### config.mk
export PLATFORM = sky130hd
export DESIGN_NAME = fetch_queue
export DESIGN_NICKNAME = d
export VERILOG_FILES = /design/src/rtl/fetch_queue_pkg.sv /design/src/rtl/fetch_queue.sv
export SDC_FILE = /design/constraint.sdc
export NUM_CORES = 1
export LEC_CHECK = 0
export CORE_UTILIZATION = 30
export CTS_BUF_LIST = sky130_fd_sc_hd__clkbuf_2 sky130_fd_sc_hd__clkbuf_4 sky130_fd_sc_hd__clkbuf_8
export CTS_CLUSTER_SIZE = 24
export DETAILED_ROUTE_END_ITERATION = 8
export DONT_BUFFER_PORTS = 1
export HOLD_SLACK_MARGIN = 0.12
export SLEW_MARGIN = 10
export SYNTH_ARGS = -nofsm -noshare
export SYNTH_HDL_FRONTEND = slang
export SYNTH_SLANG_ARGS = --single-unit
### constraint.sdc
create_clock -name clock -period 49.9 [get_ports clock]
set_input_delay 2.495 -clock clock [delete_from_list [all_inputs] [get_ports clock]]
set_output_delay 2.495 -clock clock [all_outputs]
set_load 0.01 [all_outputs]
### src/rtl/fetch_queue_pkg.sv
// Shared configuration and types for the fetch queue: depth constant and state encoding.
package fetch_queue_pkg;

  localparam int unsigned FQ_DEPTH_BITS_CFG = 2;

  typedef enum logic {
    S_FLOW   = 1'b0,
    S_REPLAY = 1'b1
  } fq_state_e;

endpackage

### src/rtl/fetch_queue.sv
// Decoupling queue between fetch and decode; drops on overflow and requests a replay
// from the dropped pc, then filters stale in-flight fetches until that pc returns.
module fetch_queue
  import fetch_queue_pkg::*;
#(
  parameter int unsigned FQ_DEPTH_BITS = FQ_DEPTH_BITS_CFG
) (
  input  logic        clock,
  input  logic        reset,
  input  logic        kill,
  input  logic        i_valid,
  input  logic [31:0] i_instr,
  input  logic [31:0] i_pc,
  input  logic [31:0] i_npc,
  input  logic        d_ready,
  output logic        d_valid,
  output logic [31:0] d_instr,
  output logic [31:0] d_pc,
  output logic [31:0] d_npc,
  output logic        fq_restart,
  output logic [31:0] fq_restart_pc
);

  localparam int unsigned DEPTH = 1 << FQ_DEPTH_BITS;
  localparam logic [FQ_DEPTH_BITS:0] FULL_CNT = (FQ_DEPTH_BITS + 1)'(DEPTH);

  typedef logic [FQ_DEPTH_BITS-1:0] ptr_t;

  logic [31:0] instr_q [DEPTH];
  logic [31:0] pc_q    [DEPTH];
  logic [31:0] npc_q   [DEPTH];

  ptr_t                 rd_ptr;
  ptr_t                 wr_ptr;
  logic [FQ_DEPTH_BITS:0] count;
  logic [FQ_DEPTH_BITS:0] count_nxt;
  fq_state_e            state;
  logic [31:0]          replay_pc;

  logic deq;
  logic room;
  logic pc_match;
  logic enq;

  always_comb begin
    deq      = (count != '0) & d_ready;
    room     = (count != FULL_CNT) | deq;
    pc_match = (i_pc == replay_pc);
    enq      = ~kill & i_valid & room & ((state == S_FLOW) | pc_match);
    count_nxt = count;
    case ({enq, deq})
      2'b10:   count_nxt = count + 1'b1;
      2'b01:   count_nxt = count - 1'b1;
      default: count_nxt = count;
    endcase
  end

  always_ff @(posedge clock) begin
    if (reset) begin
      rd_ptr        <= '0;
      wr_ptr        <= '0;
      count         <= '0;
      state         <= S_FLOW;
      replay_pc     <= '0;
      fq_restart    <= 1'b0;
      fq_restart_pc <= '0;
    end else if (kill) begin
      rd_ptr     <= '0;
      wr_ptr     <= '0;
      count      <= '0;
      state      <= S_FLOW;
      fq_restart <= 1'b0;
    end else begin
      rd_ptr     <= rd_ptr + ptr_t'(deq);
      wr_ptr     <= wr_ptr + ptr_t'(enq);
      count      <= count_nxt;
      fq_restart <= 1'b0;
      case (state)
        S_FLOW: begin
          if (i_valid && !room) begin
            fq_restart    <= 1'b1;
            fq_restart_pc <= i_pc;
            replay_pc     <= i_pc;
            state         <= S_REPLAY;
          end
        end
        S_REPLAY: begin
          // A re-pulse is withheld while one is already out so requests never abut.
          if (i_valid && pc_match) begin
            if (room) begin
              state <= S_FLOW;
            end else if (!fq_restart) begin
              fq_restart    <= 1'b1;
              fq_restart_pc <= i_pc;
            end
          end
        end
        default: state <= S_FLOW;
      endcase
    end
  end

  // Entry payload carries no reset; validity is tracked solely by count.
  always_ff @(posedge clock) begin
    if (enq) begin
      instr_q[wr_ptr] <= i_instr;
      pc_q[wr_ptr]    <= i_pc;
      npc_q[wr_ptr]   <= i_npc;
    end
  end

  assign d_valid = (count != '0);
  assign d_instr = instr_q[rd_ptr];
  assign d_pc    = pc_q[rd_ptr];
  assign d_npc   = npc_q[rd_ptr];

endmodule

# == After elaboration in Yosys (flattened, before gate mapping) ==
# Memory sizes are Yosys's and may differ from the RTL's. A register that Yosys moved wholly into a read port is not among the register bits.
# Cells that the tools add are included.
# totals
register_bits,73
mem_bits_rw,384
in_bits,101
out_inout_bits,130
wordCells,57
memories,3
# memory_table
memory,depth,word_bits,rd,rd_clocked_by_memory_dff,write_ports,line_no,source
instr_q,4,32,1,1,1,fetch_queue.sv:29,logic [31:0] instr_q [DEPTH];
npc_q,4,32,1,1,1,fetch_queue.sv:31,logic [31:0] npc_q [DEPTH];
pc_q,4,32,1,1,1,fetch_queue.sv:30,logic [31:0] pc_q [DEPTH];
# op_classes
addsub,4
n_eq_ne,8
n_mux,19
bitwise,8
reduce_logical,8
# op_table
cell,count
32-bit two-way mux,4
32-bit case mux with 2 select lines,1
32-bit == test,1
1-bit two-way mux,8
2-bit two-way mux,3
3-bit case mux with 2 select lines,1
5-bit AND reduction,1
2-bit by 1-bit adder with 2-bit output,2
1-bit bitwise AND,4
"2-bit by 1-bit inequality test with 1-bit output, second input constant",2
"2-bit inequality test, second input constant",2
1-bit case mux with 2 select lines,2
"3-bit by 1-bit adder with 3-bit output, second input constant",1
"3-bit inequality test, second input constant",1
3-bit AND reduction,1
3-bit nonzero test,1
"3-bit by 1-bit subtractor with 3-bit output, second input constant",1
"2-bit by 1-bit == test with 1-bit output, second input constant",1
"2-bit == test, second input constant",1
1-bit logical AND,2
1-bit NOT,2
1-bit OR,2
2-bit nonzero test,1
2-bit OR reduction,1
1-bit logical NOT,1

# == Logic depth before layout (Yosys ltp) ==
# logic_depth
ltp_word,7
ltp_mapped,12

# == Worst setup path before layout ==
# OpenSTA, ideal clock, no wires.
# synth_path
kind,input port to flip-flop
startpoint,input i_pc[19]
endpoint,"memory instr_q[0][0], enable pin"
t_arrival_ps,18378
required_time_ps,48840
setup_slack_ps,30462
cell_stages,5
n_path_buf,0
path_cell_list,xor2_1 > nor4_1 > nand4_1 > or2_2 > a2111oi_0
# synth_between
elab_chain_len,5
# synth_lines
element,line_no,source
start: declaration,fetch_queue.sv:13,"input logic [31:0] i_pc,"
32-bit == test,fetch_queue.sv:48,pc_match = (i_pc == replay_pc);
1-bit OR,fetch_queue.sv:49,enq = ~kill & i_valid & room & ((state == S_FLOW) | pc_match);
1-bit bitwise AND,fetch_queue.sv:49,
1-bit two-way mux,fetch_queue.sv:105,if (enq) begin
1-bit two-way mux (implied by the code),fetch_queue.sv:106,instr_q[wr_ptr] <= i_instr;
end: declaration,fetch_queue.sv:29,
# Every way passes these cells.

==> results.py <==
metrics = {
    "outcome": {
        "outcome": "finished, final reports clean",
    },
    "global_routing": {
        "grt_max_degree": 81,
        "grt_pass1_wl_um": 62700,
        "grt-ovfl-total": 0,
        "antenna_found_initial": 0,
        "grt_pass1_vias": 9614,
        "grt_usage_pct": 14.1,
    },
    "yosys": {
        "synth_area_um2": 17700,
        "synth-edff-count": 384,
        "async_flop_share_pct": 0,
        "avgSynthCellArea_um2": 18.3,
        "ys.flop_type": "edfxtp_1",
        "ys_warn_count": 0,
        "postSynthCellCount": 968,
        "synth_seq_cells": 457,
        "synth_cell_types": 37,
        "synth-seq-area-share_pct": 73.5,
        "syn_nets": 1073,
    },
    "detailed_routing": {
        "viasPerCell": 5.01,
        "drc_errors": 0,
        "vias": 9141,
        "detail-route-antenna-nets": 0,
        "first_pass_iters": 5,
        "wl_um": 42000,
        "wl_per_cell_um": 23.0,
        "drt_iter0_markers": 622,
    },
    "sta": {
        "rsz0062_at_grt": "false",
        "hold_viol": 0,
        "tightest_slew_ns": 1.18,
        "finalCritPeriodShare_pct": 10.7,
        "slew_viol_final": 0,
        "whs_ns": 0.462,
        "setup_slack_ns": 44.54,
        "fmax_mhz": 187,
        "finClkSkew_ns": 0.0377,
        "period_needed_ns": 5.36,
        "finalSetupViolCount": 0,
        "setup_tns_ns": 0,
        "slew_headroom_pct": 21.1,
    },
    "pwr": {
        "p_seq_share_pct": 54.2,
        "power.leakage_nw": 6.05,
        "pwr-share-comb_pct": 2.4,
        "power_switching_uw": 165,
        "p_sw_share_pct": 21.1,
        "clock_power_share_pct": 43.3,
        "finalPower_uw": 779,
        "intPower_uw": 614,
        "powerDensity_nw_per_um2": 38.8,
        "peakVddDrop_v": 0.0000154,
    },
    "clocking": {
        "root_buffer": "clkbuf_8",
        "cts_hold_buf": 0,
        "cts_made_buffers": 80,
        "cts.path.max_buffers": 3,
        "cts.sinks": 457,
        "ctsResizeCount": 0,
        "cts_tree": "built",
        "cts_setup_buffers": 0,
        "h-tree-depth": 3,
        "worst_setup_hold_path_clk_slew_ns": 0.06,
        "clk_latency_ns": 0.66,
    },
    "final_layout": {
        "nNetsFinal": 1106,
        "drive_gt1_share_pct": 23.9,
        "fin_cells": 1823,
        "area_growth_pct": 13.7,
        "postLayoutCellArea_um2": 20100,
        "post-route-util_pct": 34.7,
        "fill_cells": 5548,
    },
    "critical_path": {
        "rr_endpoint": "pc_q[0][20]$_DFFE_PP_",
        "critPathCaptureType": "primary output",
        "crit_path_top_delay_cell": "buf_4",
        "reg2reg_slack_ns": 46.08,
        "slowest_delay_ns": 0.80,
        "arrival_ns": 2.86,
        "crit_fanout": 48,
        "rr_startpoint": "replay_pc[10]$_SDFFE_PP0P_",
        "critical_path_class": "flip-flop to primary output",
        "cp_cell_sequence": "buf_4 > mux4_2",
        "startpoint": "rd_ptr[0]$_SDFF_PP0_",
        "startpoint_type": "flip-flop",
        "crit_end": "d_npc[7]",
        "reg2regPathDepth": 7,
        "worstPathRequired_ns": 47.40,
    },
    "placement": {
        "dp.cells": 1684,
        "place_worst_setup_slack_ns": 43.86,
        "io_buffers": 0,
        "dpl.hpwl_um": 24900,
        "gp_congestion": 0.739,
        "dpl-instance-area_um2": 18500,
    },
    "flow_run": {
        "cap_violations": 0,
    },
    "floorplan": {
        "dieArea_um2": 59900,
        "fp-row-count": 88,
        "dieWidth_um": 245,
        "io_pins": 231,
        "fp.coreArea_um2": 57900,
        "initial_utilization_pct": 30.5,
        "die-height_um": 245,
    },
    "hold_path": {
        "hold_class": "flip-flop to flip-flop",
    },
}
cell families after synthesis:
kind of cell,Yosys count,share of synthesized area [%]
AOI/OAI and AO/OA,116,4.82
xor gates and xnor gates,36,1.78
adders and majority gates,4,0.326
buffers and inverters,75,1.79
DFF,457,73.5
muxes,96,12.2
and+or+nand+nor,184,5.52
cell usage after synthesis, drive strengths merged (8+ instances only):
cell	number	area, um^2
edfxtp	384	11500
mux4	96	2160
nand2	96	360
dfxtp	73	1460
clkbuf	50	188
a21oi	37	185
xor2	34	298
o311ai	32	280
or4b	25	254
a32oi	24	210
nor2b	24	150
buf	17	98.8
nor2	16	60.1
a31oi	8	50.1
inv	8	30.0
nor4	8	50.1
o2111ai	8	70.1
per-layer routing:
layer	track usage, %	wire (um)	vias up
li1	-	-	3999
met1	17.6	17300	4801
met2	22.2	20200	274
met3	5.23	3470	67
met4	5.59	1030	0
met5	0	0	-
power groups by stage:
stage / logic, mW / clock network [mW] / registers [mW]
after floorplan: 0.0150 / 0 / 0.432
after global placement: 0.0193 / 0 / 0.430
after detailed placement: 0.0195 / 0 / 0.430
after CTS: 0.0196 / 0.350 / 0.423
after global routing: 0.0205 / 0.367 / 0.423
final: 0.0191 / 0.338 / 0.423
flip-flops by register name (all words and copies together), names as in the netlist:
signal         cells
count              3
fq_restart         1
fq_restart_pc     32
instr_q          128
npc_q            128
pc_q             128
rd_ptr             2
replay_pc         32
state              1
wr_ptr             2
critical path, delay by kind of cell (launching register included):
kind,cells,cell delay (ns)
muxes,1,0.68
DFF,1,0.60
buffers and inverters,1,0.80
worst min-delay path by stage:
stage,from,endpoint,slack [ns],depth (start not counted)
5_1_grt,replay_pc[7]$_SDFFE_PP0P_,replay_pc[7]$_SDFFE_PP0P_,0.47,2
3_5_place_dp,replay_pc[2]$_SDFFE_PP0P_,replay_pc[2]$_SDFFE_PP0P_,0.45,2
6_report,replay_pc[2]$_SDFFE_PP0P_,replay_pc[2]$_SDFFE_PP0P_,0.46,2
4_1_cts,replay_pc[2]$_SDFFE_PP0P_,replay_pc[2]$_SDFFE_PP0P_,0.46,2
3_3_place_gp,replay_pc[4]$_SDFFE_PP0P_,replay_pc[4]$_SDFFE_PP0P_,0.45,2
2_1_floorplan,replay_pc[12]$_SDFFE_PP0P_,replay_pc[12]$_SDFFE_PP0P_,0.45,2
layout make-up:
| type | instances | area (um^2) | area share, % |
|---|---|---|---|
| antenna | 1 | 2.50 | 0.0125 |
| clock inverter | 29 | 205 | 1.02 |
| inverter | 8 | 30.0 | 0.149 |
| multi-input combinational | 436 | 4390 | 21.9 |
| clock buffer | 109 | 1360 | 6.78 |
| sequential | 457 | 13000 | 64.7 |
| tap | 765 | 957 | 4.77 |
| timing repair buffer | 18 | 135 | 0.673 |
layout by cell type (no fill, tap or decap), types with 18 or more instances in the layout:
master,count
or4b_1,24
dfxtp_1,71
nor2b_1,24
xor2_1,34
mux4_2,96
a32oi_1,24
clkbuf_8,87
clkbuf_4,22
a21oi_1,37
nand2_1,96
o311ai_1,30
edfxtp_1,384
buf_4,18
Note: power is estimated with default switching activity, not from simulation.
